### config.mk
export PLATFORM = sky130hd
export DESIGN_NAME = alu_seq_ctrl
export DESIGN_NICKNAME = d
export VERILOG_FILES = /design/src/rtl/alu_seq_ctrl.sv
export SDC_FILE = /design/constraint.sdc
export NUM_CORES = 1
export LEC_CHECK = 0
export ABC_AREA = 1
export CORE_MARGIN = 2
export CORE_UTILIZATION = 55
export CTS_CLUSTER_DIAMETER = 30
export DETAILED_ROUTE_END_ITERATION = 16
export PLACE_DENSITY = 0.81
export SLEW_MARGIN = 0
export SYNTH_ARGS = -nofsm -noshare
export SYNTH_HDL_FRONTEND = slang
export SYNTH_SLANG_ARGS = --single-unit
### constraint.sdc
create_clock -name clk -period 5.2 [get_ports clk]
set_input_delay 1.3 -clock clk [delete_from_list [all_inputs] [get_ports clk]]
set_output_delay 1.3 -clock clk [all_outputs]
set_load 0.02 [all_outputs]
### src/rtl/alu_seq_ctrl.sv
// ALU command sequencer: single-cycle ops plus 32-step shift-add multiply.
// Define ALU_SEQ_MULH_EN to make op 110 (MULH, high product word) legal.

module alu_32 (
    input  logic [31:0] i_a,
    input  logic [31:0] i_b,
    input  logic [3:0]  i_ctl,
    output logic [31:0] o_y,
    output logic        o_carry,
    output logic        o_ovf
);
    logic        w_sub;
    logic [31:0] w_b;
    logic [32:0] w_sum;
    logic        w_ovf;

    always_comb begin
        w_sub   = (i_ctl == 4'b0110) || (i_ctl == 4'b0111);
        w_b     = w_sub ? ~i_b : i_b;
        w_sum   = {1'b0, i_a} + {1'b0, w_b} + {32'd0, w_sub};
        w_ovf   = (i_a[31] == w_b[31]) && (w_sum[31] != i_a[31]);
        o_y     = 32'd0;
        o_carry = 1'b0;
        o_ovf   = 1'b0;
        unique case (i_ctl)
            4'b0000: o_y = i_a & i_b;
            4'b0001: o_y = i_a | i_b;
            4'b0010, 4'b0110: begin
                o_y     = w_sum[31:0];
                o_carry = w_sum[32];
                o_ovf   = w_ovf;
            end
            4'b0111: o_y = {31'd0, w_sum[31] ^ w_ovf};
            default: o_y = 32'd0;
        endcase
    end
endmodule

module alu_seq_ctrl #(
    parameter int ZERO_BYPASS = 1
) (
    input  logic        clk,
    input  logic        rst_n,
    input  logic        cmd_valid,
    output logic        cmd_ready,
    input  logic [2:0]  cmd_op,
    input  logic [31:0] cmd_a,
    input  logic [31:0] cmd_b,
    output logic        rsp_valid,
    input  logic        rsp_ready,
    output logic [31:0] rsp_result,
    output logic        rsp_zero,
    output logic        rsp_carry,
    output logic        rsp_ovf,
    output logic        rsp_err,
    output logic        busy
);
`ifdef ALU_SEQ_MULH_EN
    localparam bit MULH_EN = 1'b1;
`else
    localparam bit MULH_EN = 1'b0;
`endif

    typedef enum logic [1:0] {S_IDLE, S_MUL, S_DONE} state_t;

    state_t      r_state;
    logic [2:0]  r_op;
    logic [31:0] r_hi;
    logic [31:0] r_lo;
    logic [31:0] r_mcand;
    logic [4:0]  r_cnt;
    logic        r_cmd_ready;
    logic        r_busy;
    logic        r_rsp_valid;
    logic [31:0] r_rsp_result;
    logic        r_rsp_zero;
    logic        r_rsp_carry;
    logic        r_rsp_ovf;
    logic        r_rsp_err;

    logic [31:0] w_alu_a;
    logic [31:0] w_alu_b;
    logic [3:0]  w_alu_ctl;
    logic [31:0] w_alu_y;
    logic        w_alu_c;
    logic        w_alu_v;
    logic        w_mul_cmd;
    logic        w_simple;
    logic        w_bypass;
    logic [31:0] w_hi_nx;
    logic [31:0] w_lo_nx;
    logic [31:0] w_mul_res;

    // ALU is shared: command operands in IDLE, hi+mcand while multiplying
    always_comb begin
        w_alu_a   = cmd_a;
        w_alu_b   = cmd_b;
        w_alu_ctl = 4'b0000;
        if (r_state == S_MUL) begin
            w_alu_a   = r_hi;
            w_alu_b   = r_mcand;
            w_alu_ctl = 4'b0010;
        end else begin
            unique case (cmd_op)
                3'b000:  w_alu_ctl = 4'b0000;
                3'b001:  w_alu_ctl = 4'b0001;
                3'b010:  w_alu_ctl = 4'b0010;
                3'b011:  w_alu_ctl = 4'b0110;
                3'b100:  w_alu_ctl = 4'b0111;
                default: w_alu_ctl = 4'b0000;
            endcase
        end
    end

    alu_32 u_alu (
        .i_a     (w_alu_a),
        .i_b     (w_alu_b),
        .i_ctl   (w_alu_ctl),
        .o_y     (w_alu_y),
        .o_carry (w_alu_c),
        .o_ovf   (w_alu_v)
    );

    always_comb begin
        w_simple  = (cmd_op <= 3'b100);
        w_mul_cmd = (cmd_op == 3'b101) || (MULH_EN && cmd_op == 3'b110);
        w_bypass  = (ZERO_BYPASS != 0) && ((cmd_a == 32'd0) || (cmd_b == 32'd0));
        if (r_lo[0]) begin
            w_hi_nx = {w_alu_c, w_alu_y[31:1]};
            w_lo_nx = {w_alu_y[0], r_lo[31:1]};
        end else begin
            w_hi_nx = {1'b0, r_hi[31:1]};
            w_lo_nx = {r_hi[0], r_lo[31:1]};
        end
        w_mul_res = (r_op == 3'b110) ? w_hi_nx : w_lo_nx;
    end

    always_ff @(posedge clk) begin
        if (!rst_n) begin
            r_state      <= S_IDLE;
            r_op         <= 3'd0;
            r_hi         <= 32'd0;
            r_lo         <= 32'd0;
            r_mcand      <= 32'd0;
            r_cnt        <= 5'd0;
            r_cmd_ready  <= 1'b1;
            r_busy       <= 1'b0;
            r_rsp_valid  <= 1'b0;
            r_rsp_result <= 32'd0;
            r_rsp_zero   <= 1'b0;
            r_rsp_carry  <= 1'b0;
            r_rsp_ovf    <= 1'b0;
            r_rsp_err    <= 1'b0;
        end else begin
            unique case (r_state)
                S_IDLE: begin
                    if (cmd_valid) begin
                        r_op        <= cmd_op;
                        r_cmd_ready <= 1'b0;
                        r_busy      <= 1'b1;
                        if (w_mul_cmd && !w_bypass) begin
                            r_hi    <= 32'd0;
                            r_lo    <= cmd_b;
                            r_mcand <= cmd_a;
                            r_cnt   <= 5'd0;
                            r_state <= S_MUL;
                        end else begin
                            r_state     <= S_DONE;
                            r_rsp_valid <= 1'b1;
                            if (w_simple) begin
                                r_rsp_result <= w_alu_y;
                                r_rsp_zero   <= (w_alu_y == 32'd0);
                                r_rsp_carry  <= w_alu_c;
                                r_rsp_ovf    <= w_alu_v;
                                r_rsp_err    <= 1'b0;
                            end else begin
                                r_rsp_result <= 32'd0;
                                r_rsp_zero   <= 1'b1;
                                r_rsp_carry  <= 1'b0;
                                r_rsp_ovf    <= 1'b0;
                                r_rsp_err    <= !w_mul_cmd;
                            end
                        end
                    end
                end
                S_MUL: begin
                    r_hi  <= w_hi_nx;
                    r_lo  <= w_lo_nx;
                    r_cnt <= r_cnt + 5'd1;
                    if (r_cnt == 5'd31) begin
                        r_state      <= S_DONE;
                        r_rsp_valid  <= 1'b1;
                        r_rsp_result <= w_mul_res;
                        r_rsp_zero   <= (w_mul_res == 32'd0);
                        r_rsp_carry  <= 1'b0;
                        r_rsp_ovf    <= (w_hi_nx != 32'd0);
                        r_rsp_err    <= 1'b0;
                    end
                end
                S_DONE: begin
                    if (rsp_ready) begin
                        r_state     <= S_IDLE;
                        r_rsp_valid <= 1'b0;
                        r_cmd_ready <= 1'b1;
                        r_busy      <= 1'b0;
                    end
                end
                default: r_state <= S_IDLE;
            endcase
        end
    end

    assign cmd_ready  = r_cmd_ready;
    assign busy       = r_busy;
    assign rsp_valid  = r_rsp_valid;
    assign rsp_result = r_rsp_result;
    assign rsp_zero   = r_rsp_zero;
    assign rsp_carry  = r_rsp_carry;
    assign rsp_ovf    = r_rsp_ovf;
    assign rsp_err    = r_rsp_err;
endmodule
* Yosys cells after proc, flatten, opt, wreduce, memory -nomap -nowiden
Cells that the tools add are included.
** Word-level totals
- Output and inout port bits :: 39
- Register bits :: 145
** Cells by class
- Bitwise gates (word level) :: 4
- Multiplexer cells :: 59
- Add/subtract/negate cells :: 3
- Equality and inequality tests :: 20
- Order comparisons :: 1
- Reductions and logical operators :: 24
** Operators by type and width (number)
- 2-to-1 mux 32 bit :: 14
- case mux 32 bit (2 select lines) :: 3
- zero test 32 bit :: 4
- case mux 32 bit (4 select lines) :: 1
- adder 32 x 32 -> 33 bit :: 1
- adder 33 x 1 -> 33 bit :: 1
- bitwise AND 32 bit :: 1
- inverter 32 bit :: 1
- OR 32 bit :: 1
- nonzero test 32 bit :: 1
- 2-to-1 mux 1 bit :: 24
- equality test 3 bit (second input constant) :: 5
- case mux 1 bit (2 select lines) :: 6
- case mux 3 bit (4 select lines) :: 1
- AND reduction 3 bit :: 4
- 2-to-1 mux 5 bit :: 2
- case mux 5 bit (2 select lines) :: 1
- equality test 3 x 2 -> 1 bit (second input constant) :: 3
- 2-to-1 mux 2 bit :: 4
- != test 2 bit (second input constant) :: 4
- equality test 3 x 1 -> 1 bit (second input constant) :: 2
- case mux 2 bit (3 select lines) :: 1
- adder 5 x 1 -> 5 bit (second input constant) :: 1
- equality test 5 bit (second input constant) :: 1
- other kinds (20) :: 24

* Logic depth before layout (Yosys ltp)
Gate-level depths: netlist of the first run.
- Word-level depth :: 17
- Gate-level depth with buffers :: 30
- Depth with buffers taken out :: 28

* By module
A second synthesis of the first run with hierarchy kept.
** Second synthesis, totals
- Cells, all modules :: 1961
- Area, all modules :: 11402.2 sq um
** By module, submodules not included
- alu_seq_ctrl :: area each 8282.9 sq um, times used 1, cells each 1374
- alu_32 :: area each 3119.2 sq um, times used 1, cells each 587

* Worst setup path after synthesis of the first run
OpenSTA, ideal clock, no wires.
- Path type :: input -> register
- From :: input port cmd_op[2]
- To :: register r_rsp_result[24] (netlist: rsp_result[24])
- Cell stages on the path :: 22
- Required time :: 5130 ps
- Arrival time :: 4125 ps
- Setup slack :: 1005 ps
- Cell sequence :: inv_1 > nand2_2 > nand3_4 > buf_1 > xnor2_1 > ha_1 > a21oi_1 > nor2_1 > nor2_1 > nor2_1 > nor2_1 > nand2_1 > nand3_1 > nand2_1 > nand2_1 > nand3_1 > nand2_1 > nand2_1 > o21ai_0 > mux2i_1 > or2_2 > a21oi_1
** On the way
- Cells in the longest elaborated chain, start to end :: 13
- Elaborated cells between the ends (all ways) :: 29
** Ends and longest elaborated chain
- from (decl) :: line 46 : input logic [2:0] cmd_op,
- equality test 3 bit (tied with other cells) :: line 104 : unique case (cmd_op)
- case mux 3 bit (4 select lines) :: line 104
- 2-to-1 mux 3 bit :: line 99 : if (r_state == S_MUL) begin
- equality test 3 bit :: line 18, 25
- logical OR 1 bit :: line 18 : w_sub = (i_ctl == 4'b0110) || (i_ctl == 4'b0111);
- 2-to-1 mux 32 bit :: line 19 : w_b = w_sub ? ~i_b : i_b;
- adder 32 x 32 -> 33 bit :: line 20 : w_sum = {1'b0, i_a} + {1'b0, w_b} + {32'd0, w_sub};
- adder 33 x 1 -> 33 bit :: line 20
- case mux 32 bit (4 select lines) :: line 25 : unique case (i_ctl)
- 2-to-1 mux 32 bit (on tied branches) :: line 128, 170
- 2-to-1 mux 32 bit (on tied branches) :: line 135, 161
- 2-to-1 mux 32 bit (on tied branches) :: line 190, 157
- case mux 32 bit (2 select lines) :: line 155 : unique case (r_state)
- to (signal assigned) :: line 171 : r_rsp_result <= w_alu_y;
- to (signal assigned) :: line 193 : r_rsp_result <= w_mul_res;
- to (decl) :: line 75 : logic [31:0] r_rsp_result;
Several ways; a longest one is shown, not always the timed one. The select of a mux whose other input is x is not followed.
A chain may end at the register's enable or synchronous reset.

* Final worst setup path of the first run
- From :: input port cmd_b[3]
- To :: register r_rsp_zero (netlist: rsp_zero)
** On the way
- Cells in the longest elaborated chain, start to end :: 14
- Elaborated cells between the ends (all ways) :: 28
** Ends and longest elaborated chain
- from (decl) :: line 48 : input logic [31:0] cmd_b,
- 2-to-1 mux 32 bit :: line 99
- inverter 32 bit :: line 19
- 2-to-1 mux 32 bit :: line 19
- adder 32 x 32 -> 33 bit :: line 20
- adder 33 x 1 -> 33 bit :: line 20
- != test 1 bit :: line 21 : w_ovf = (i_a[31] == w_b[31]) && (w_sum[31] != i_a[31]);
- logical AND 1 bit :: line 21
- bitwise XOR 1 bit :: line 33 : 4'b0111: o_y = {31'd0, w_sum[31] ^ w_ovf};
- case mux 32 bit (4 select lines) :: line 25
- 2-to-1 mux 32 bit or zero test 32 bit (tied branches) :: line 128, 172
- 2-to-1 mux 32 bit or 2-to-1 mux 1 bit (tied branches) :: line 135, 170
- zero test 32 bit or 2-to-1 mux 1 bit (tied branches) :: line 194, 161
- 2-to-1 mux 1 bit (on tied branches) :: line 190, 157
- case mux 1 bit (2 select lines) :: line 155
- to (signal assigned) :: line 172 : r_rsp_zero <= (w_alu_y == 32'd0);
- to (signal assigned) :: line 194 : r_rsp_zero <= (w_mul_res == 32'd0);
- to (decl) :: line 76 : logic r_rsp_zero;
Several ways; a longest one is shown, not always the timed one. The select of a mux whose other input is x is not followed.

==> reports/summary.txt, run 1 <==
status -> finished clean
CTS buffer count -> 17
hold_buf cts -> 0
Die ar. -> 0.02141 mm^2
Max Slew Vio Count -> 0
Core Region -> 0.02004 mm^2
CTS tree -> yes
DR vias/cell -> 5.910
Die X -> 146.3 um
Pint -> 2.618 mW
EDFF count, synth -> 0
Post-Route WL -> 45460 um
Starting Density -> 55.58%
synthesized area -> 0.01114 mm^2
Post-DP HPWL -> 35170 um
worst r2r dst -> rsp_zero
Crit Path Class -> in2reg
Worst Max-Slew Pin Slew -> 0.9286 ns
Sequential Power Share -> 28.9%
layout cells sized above 1 -> 10.98%
Hold Slack -> 0.4607 ns
Tcrit/Tclk final -> 94.94%
clock share of power -> 31.0%
Setup crit start kind -> primary input
fin crit period -> 4.937 ns
pwr dens -> 313.4 mW/mm^2
CTS root buf -> clkbuf_16
switching part of the total -> 39.64%
Critical Path AT -> 5.31 ns
Pre-Repair DR Iteration Count -> 8
GPL Wtd Cong -> 1.001
Pleak -> 6.107 nW
Rows -> 52
CP endpoint kind -> register
path type of the worst min-delay path -> reg2reg
post-route ant nets -> 0
initial antenna violation count -> 1
most frequent cells in the layout -> nand2_1 (510), inv_1 (195), a21oi_1 (170), o21ai_0 (162), nor2_1 (149)
Avg WL per Cell -> 19.67 um
Place WS -> -0.5017 ns
PnR worst setup slack -> 0.2633 ns
syn_area_per_cell -> 5.998 um^2
synthesis warning total -> 0
most used cell, CP -> nand2_1
peak supply drop -> 0.2541 mV
Setup-failing EPs final -> 0
NumNets Final -> 2137
final hold violations -> 0
Worst slew margin -> 38.10%
register area share after synthesis -> 26.06%
asr flop ratio synth -> 0%
DR vias -> 13657
r2r setup slk -> 0.50 ns
Main synth FF type -> dfxtp_1
Final TNS setup -> 0 ns
Comb power frac -> 40.1%
first-pass GRT wire length -> 69390 um
Max Buffers Root-to-Sink -> 2
Inst Count DP -> 2275
most common cell after layout, fill and taps aside -> nand2_1
Worst Clk Skew -> 0.01228 ns
synthesized netlist net count -> 1966
FILL cells -> 1875
Cell variety after synth -> 56
CP Launch Point -> cmd_b[3]
final std cells w/o fill -> 2311
power consumption -> 4.338 mW
worst-path maximum fanout -> 5
critical path required time -> 5.57 ns
post-synthesis register bit count -> 145
Mapped Cells -> 1857
largest net degree at the start of global routing -> 64
CTS clk-pin slew, worst paths -> 0.07 ns
net switching power -> 1.719 mW
RSZ-0062 raised after global routing -> no
PortBufs -> 109
reg2reg start -> r_state[1]
crit path max-delay cell type -> o21ai_0
MaxCap Viol Count -> 0
number of global-route vias before repair -> 12368
Sink Count -> 145
die extent in y -> 146.3 um
total track usage -> 41.61%
Clock Latency Late Sink -> 0.44 ns
H-tree depth -> 4
# DRC -> 0
f_max -> 202.6 MHz
synth-to-layout area growth -> 24.28%
worst path cell trace -> clkdlybuf4s50_1 > inv_1 > o21ai_0 > inv_1 > xor2_1 > ha_1 > nand2_1 > nand3_1 > nand2_1 > nand2_1 > nand3_1 > nand2_1 > o21ai_0 > nand3_1 > nand2_1 > nand2_1 > nand2_1 > nand3_1 > nor2_1 > nand3_1 > nor2_1 > nand3_1 > a21oi_1
gr ovfl total -> 0
FF-to-FF path depth -> 22
DRT iter0 DRCs -> 1752
slowest stage delay, CP -> 0.57 ns
CP Capture Point -> rsp_zero
io pins -> 110
[metrics by stage]
stage / area, um^2 / util, %
global placement: 13160 / 65.68
global route: 13840 / 69.06
detailed placement: 13160 / 65.68
CTS: 13790 / 68.81
finish: 13840 / 69.07
floorplan: 11140 / -
[cells in the mapped netlist, types with 3 or more instances]
library cell  number  area, um^2
o21ai_2            3       26.28
a21oi_1          170       850.8
buf_2             16       80.08
ha_1              37       462.9
nor3_1            18       90.09
a31oi_1           50       312.8
nand3_1          130       650.6
nor4_1            19       118.9
o21ai_0          165       825.8
nor2_1           153       574.3
nor2_2             3       18.77
nand4_1           20       125.1
xnor2_1            3       26.28
and2_1             8       50.05
nand2_1          511        1918
a22oi_1            7       52.55
o21bai_1           3       22.52
or2_2             30       187.7
buf_4              3       22.52
nand2_2            5       31.28
dfxtp_1          145        2903
o22ai_1            8       50.05
a21o_1             4       30.03
o211ai_1           6       45.04
buf_1             11       41.29
inv_1            195       732.0
o21ai_1            7       35.03
nand3_2            3       30.03
nand3b_1          11       82.58
xor2_1            29       254.0
clkbuf_1          53       198.9
[state kept, by name, indices dropped and copies added (netlist names)]
signal and flops:
busy 1, cmd_ready 1, r_cnt 5, r_hi 32, r_lo 32, r_mcand 32
r_op 3, r_state 2, rsp_carry 1, rsp_err 1, rsp_ovf 1, rsp_result 32
rsp_valid 1, rsp_zero 1
[how the worst min path moves through the flow]
stage,start,to,cells after the start
2_1_floorplan,r_mcand[19],r_mcand[19],2
3_3_place_gp,r_mcand[26],r_mcand[26],2
3_5_place_dp,r_mcand[27],r_mcand[27],2
4_1_cts,r_mcand[27],r_mcand[27],2
5_1_grt,r_mcand[21],r_mcand[21],2
6_report,r_mcand[21],r_mcand[21],2
[layer usage]
metal / up-vias / track usage (%) / routed length, um
met2: 861 / 60.92 / 18690
met5: - / 0 / 0
met4: 0 / 14.08 / 1558
li1: 6509 / - / -
met1: 6162 / 59.35 / 19160
met3: 125 / 10.97 / 6046
[power by group through the flow]
stage	Sequential [mW]	Combinational (mW)	Clock, mW
2_1_floorplan	1.30	0.961	0
5_1_grt	1.26	1.89	1.39
3_3_place_gp	1.27	1.66	0
6_report	1.25	1.74	1.35
3_5_place_dp	1.27	1.67	0
4_1_cts	1.25	1.68	1.33
[critical path, delay by kind of cell]
| family | cells | cell delay [ns] |
|---|---|---|
| buffers and inverters | 3 | 0.70 |
| adder cells (fa/ha/maj) | 1 | 0.33 |
| AND/OR/NAND/NOR | 15 | 1.75 |
| XOR/XNOR | 1 | 0.19 |
| AO/OA/AOI/OAI | 3 | 1.02 |
[cell type report]
type                       count  area [um^2]  area share (%)
multi-input combinational   1427         7156           51.69
sequential                   145         2903           20.97
timing repair buffer         237         2068           14.94
inverter                     200        753.2           5.442
clock buffer                  17        425.4           3.073
tap                          270        337.8           2.441
clock inverter                14        196.4           1.419
antenna                        1        2.502         0.01808
[cells by family (layout without fill, tap and decap cells)]
kind of cell,Yosys count,in the layout,synth area share [%]
adder cells (fa/ha/maj),38,38,4.336
other,0,1,0
XOR/XNOR,32,32,2.516
multiplexers,1,1,0.08987
AO/OA/AOI/OAI,437,437,21.38
flip-flops,145,145,26.06
buffers and inverters,285,468,10.04
AND/OR/NAND/NOR,919,919,35.58
[what timing repair did]
action                                  in CTS  in global routing
endpoints found under the setup margin       1                  4
setup buffers                                0                  4
gates cloned                                 0                  0
pin swaps                                    0                  1
gates resized for setup                      1                  8
No activity file was read; power rests on OpenSTA's default activity.
==> run 2: changes to the inputs <==
Settings changed: CORE_ASPECT_RATIO set to 1.75.
==> reports/summary.txt, run 2 (synthesis gave the netlist of run 1 again) <==
first-pass GRT wire length -> 68540 um (was 69390 um)
wire length on met3 -> 3954 um (was 6046 um)
fin crit period -> 4.868 ns (was 4.937 ns)
GPL Wtd Cong -> 1.011 (was 1.001)
CTS buffer count -> 17 (unchanged)
peak supply drop -> 0.3154 mV (was 0.2541 mV)
Max Slew Vio Count -> 0 (unchanged)
FF-to-FF path depth -> 21 (was 22)
Worst Max-Slew Pin Slew -> 0.9936 ns (was 0.9286 ns)
net switching power -> 1.657 mW (was 1.719 mW)
worst path bufs/invs -> 3 (unchanged)
pwr dens -> 315.9 mW/mm^2 (was 313.4 mW/mm^2)
final std cells w/o fill -> 2238 (was 2311)
CP endpoint kind -> register (unchanged)
Max Buffers Root-to-Sink -> 2 (unchanged)
Worst slew margin -> 33.69% (was 38.10%)
worst path cell trace -> clkdlybuf4s50_1 > nand2_1 > nand2_2 > nand3_4 > buf_12 > xor2_1 > ha_1 > nand2_1 > nor2_1 > inv_1 > nor4_1 > nand2_1 > nand2_1 > nand2_1 > nand3_1 > nand2_1 > nor3_1 > nor3b_1 > nand4_1 > nand2_1 > nand2_1 > a21oi_1 (was clkdlybuf4s50_1 > inv_1 > o21ai_0 > inv_1 > xor2_1 > ha_1 > nand2_1 > nand3_1 > nand2_1 > nand2_1 > nand3_1 > nand2_1 > o21ai_0 > nand3_1 > nand2_1 > nand2_1 > nand2_1 > nand3_1 > nor2_1 > nand3_1 > nor2_1 > nand3_1 > a21oi_1)
Pre-Repair DR Iteration Count -> 6 (was 8)
initial antenna violation count -> 0 (was 1)
f_max -> 205.4 MHz (was 202.6 MHz)
# DRC -> 0 (unchanged)
slowest stage delay, CP -> 0.58 ns (was 0.57 ns)
Post-DP HPWL -> 34380 um (was 35170 um)
Post-Route WL -> 44390 um (was 45460 um)
Comb power frac -> 39.1% (was 40.1%)
worst-path maximum fanout -> 32 (was 5)
MaxCap Viol Count -> 0 (unchanged)
gr ovfl total -> 0 (unchanged)
CTS root buf -> clkbuf_16 (unchanged)
hold_buf cts -> 0 (unchanged)
Max Used Layer -> met4 (unchanged)
synth-to-layout area growth -> 20.66% (was 24.28%)
Min-Delay Endpoint -> r_mcand[20] (was r_mcand[21])
largest net degree at the start of global routing -> 64 (unchanged)
Die X -> 111.6 um (was 146.3 um)
CTS clk-pin slew, worst paths -> 0.07 ns (about the same)
RSZ-0062 raised after global routing -> no (unchanged)
Hold Slack -> 0.4550 ns (was 0.4607 ns)
Avg WL per Cell -> 19.84 um (was 19.67 um)
DR vias -> 13544 (was 13657)
most frequent cells in the layout -> nand2_1 (509), inv_1 (195), a21oi_1 (170), o21ai_0 (163), nor2_1 (148) (was nand2_1 (510), inv_1 (195), a21oi_1 (170), o21ai_0 (162), nor2_1 (149))
NumNets Final -> 2089 (was 2137)
Die ar. -> 0.02145 mm^2 (was 0.02141 mm^2)
Setup crit start kind -> primary input (unchanged)
Worst Clk Skew -> 0.009361 ns (was 0.01228 ns)
status -> finished clean (unchanged)
routed wl met2 -> 20810 um (was 18690 um)
most used cell, CP -> nand2_1 (unchanged)
Inst Count DP -> 2206 (was 2275)
Setup-failing EPs final -> 0 (unchanged)
Core Region -> 0.01982 mm^2 (was 0.02004 mm^2)
Starting Density -> 56.19% (was 55.58%)
hold depth -> 2 (unchanged)
number of global-route vias before repair -> 12688 (was 12368)
Crit Path Class -> in2reg (unchanged)
Rows -> 68 (was 52)
Place WS -> -0.06245 ns (was -0.5017 ns)
final hold violations -> 0 (unchanged)
FILL cells -> 1868 (was 1875)
Sequential Power Share -> 29.3% (was 28.9%)
PnR worst setup slack -> 0.3322 ns (was 0.2633 ns)
critical path required time -> 5.56 ns (was 5.57 ns)
Tcrit/Tclk final -> 93.61% (was 94.94%)
Pleak -> 5.856 nW (was 6.107 nW)
area of the multi-input gates -> 0.007144 mm^2 (was 0.007156 mm^2)
reg2reg start -> r_state[1] (unchanged)
Clock Latency Late Sink -> 0.44 ns (about the same)
Pint -> 2.589 mW (was 2.618 mW)
crit path max-delay cell type -> clkdlybuf4s50_1 (was o21ai_0)
Hold Crit Start -> r_mcand[20] (was r_mcand[21])
FF/Latch Area -> 0.002903 mm^2 (unchanged)
H-tree depth -> 4 (unchanged)
post-route ant nets -> 0 (unchanged)
DRT met1 WL -> 16810 um (was 19160 um)
cell family with most CP delay -> simple AND/OR/NAND/NOR gates (unchanged)
PortBufs -> 109 (unchanged)
total track usage -> 40.68% (was 41.61%)
switching part of the total -> 39.02% (was 39.64%)
DRT iter0 DRCs -> 1714 (was 1752)
CTS tree -> yes (unchanged)
die extent in y -> 192.3 um (was 146.3 um)
clock share of power -> 31.5% (was 31.0%)
path type of the worst min-delay path -> reg2reg (unchanged)
most common cell after layout, fill and taps aside -> nand2_1 (unchanged)
Critical Path AT -> 5.23 ns (was 5.31 ns)
Sink Count -> 145 (unchanged)
io pins -> 110 (unchanged)
DR vias/cell -> 6.052 (was 5.910)
layout cells sized above 1 -> 8.881% (was 10.98%)
worst r2r dst -> rsp_zero (unchanged)
r2r setup slk -> 0.57 ns (was 0.50 ns)
number of diodes -> 0 (was 1)
[run 2: cell types whose count changed in the layout (fill, tap and decap cells not counted), moves of 2 or more]
cell	delta
buf_4	-47
clkdlybuf4s50_1	+2
clkinv_4	+2
clkinvlp_4	+2
dlymetal6s2s_1	-2
inv_8	-5
nor3_1	+2
[run 2: stage by stage]
step                power (mW)  setup TNS, ns  instance area (um^2)  util, %
global placement         2.860              0                 12800    64.57
floorplan                2.259              0                 11140        -
global route             4.433              0                 13440    67.79
finish                   4.245              0                 13440    67.79
detailed placement       2.876       -0.06908                 12800    64.57
CTS                      4.196              0                 13430    67.77
[run 2: layout make-up]
type | instances | share of cell area, %
well taps | 245 | 2.281
repair buffers | 189 | 12.64
clock buffers | 17 | 3.165
clock inverters | 15 | 1.545
flip-flops and latches | 145 | 21.60
inverters | 200 | 5.605
multi-input cells | 1427 | 53.16
[run 2: timing repair]
action,CTS,global route
setup endpoints to repair,0,3
hold endpoints to repair,0,0
buffers inserted,0,0
resized for setup,0,4
[run 2: worst max-delay path by stage]
stage | from | end | cells after the start
2_1_floorplan | cmd_op[2] | rsp_result[24] | 22
3_3_place_gp | cmd_op[0] | rsp_zero | 22
3_5_place_dp | cmd_op[0] | rsp_zero | 22
4_1_cts | cmd_op[0] | rsp_zero | 22
5_1_grt | cmd_op[0] | rsp_zero | 24
6_report | cmd_op[0] | rsp_zero | 22
[run 2: power by group through the flow]
stage | Combinational (mW) | Clock (mW) | Sequential, mW
after global routing | 1.80 | 1.38 | 1.25
after floorplan | 0.961 | 0 | 1.30
after CTS | 1.62 | 1.33 | 1.24
after global placement | 1.59 | 0 | 1.27
after detailed placement | 1.61 | 0 | 1.27
final | 1.66 | 1.34 | 1.25
[run 2: per-layer routing]
metal  global-route usage [%]  vias up
met5                        0        -
met4                    22.84        0
met3                    5.433      178
met2                    68.71      870
met1                    49.95     6096
li1                         -     6400
[run 2: worst reg2reg max path, cell delays in order, from the launching register on]
cell     delay, ns
dfxtp_1       0.33
inv_1         0.11
ha_2          0.62
buf_4         0.41
o21ai_0       0.23
xor2_1        0.21
ha_1          0.41
nand2_1       0.12
nor2_1        0.15
inv_1         0.12
nor4_1        0.27
nand2_1       0.14
nand2_1       0.16
nand2_1       0.07
nand3_1       0.14
nand2_1       0.15
nor3_1        0.19
nor3b_1       0.30
nand4_1       0.12
nand2_1       0.10
nand2_1       0.08
a21oi_1       0.15
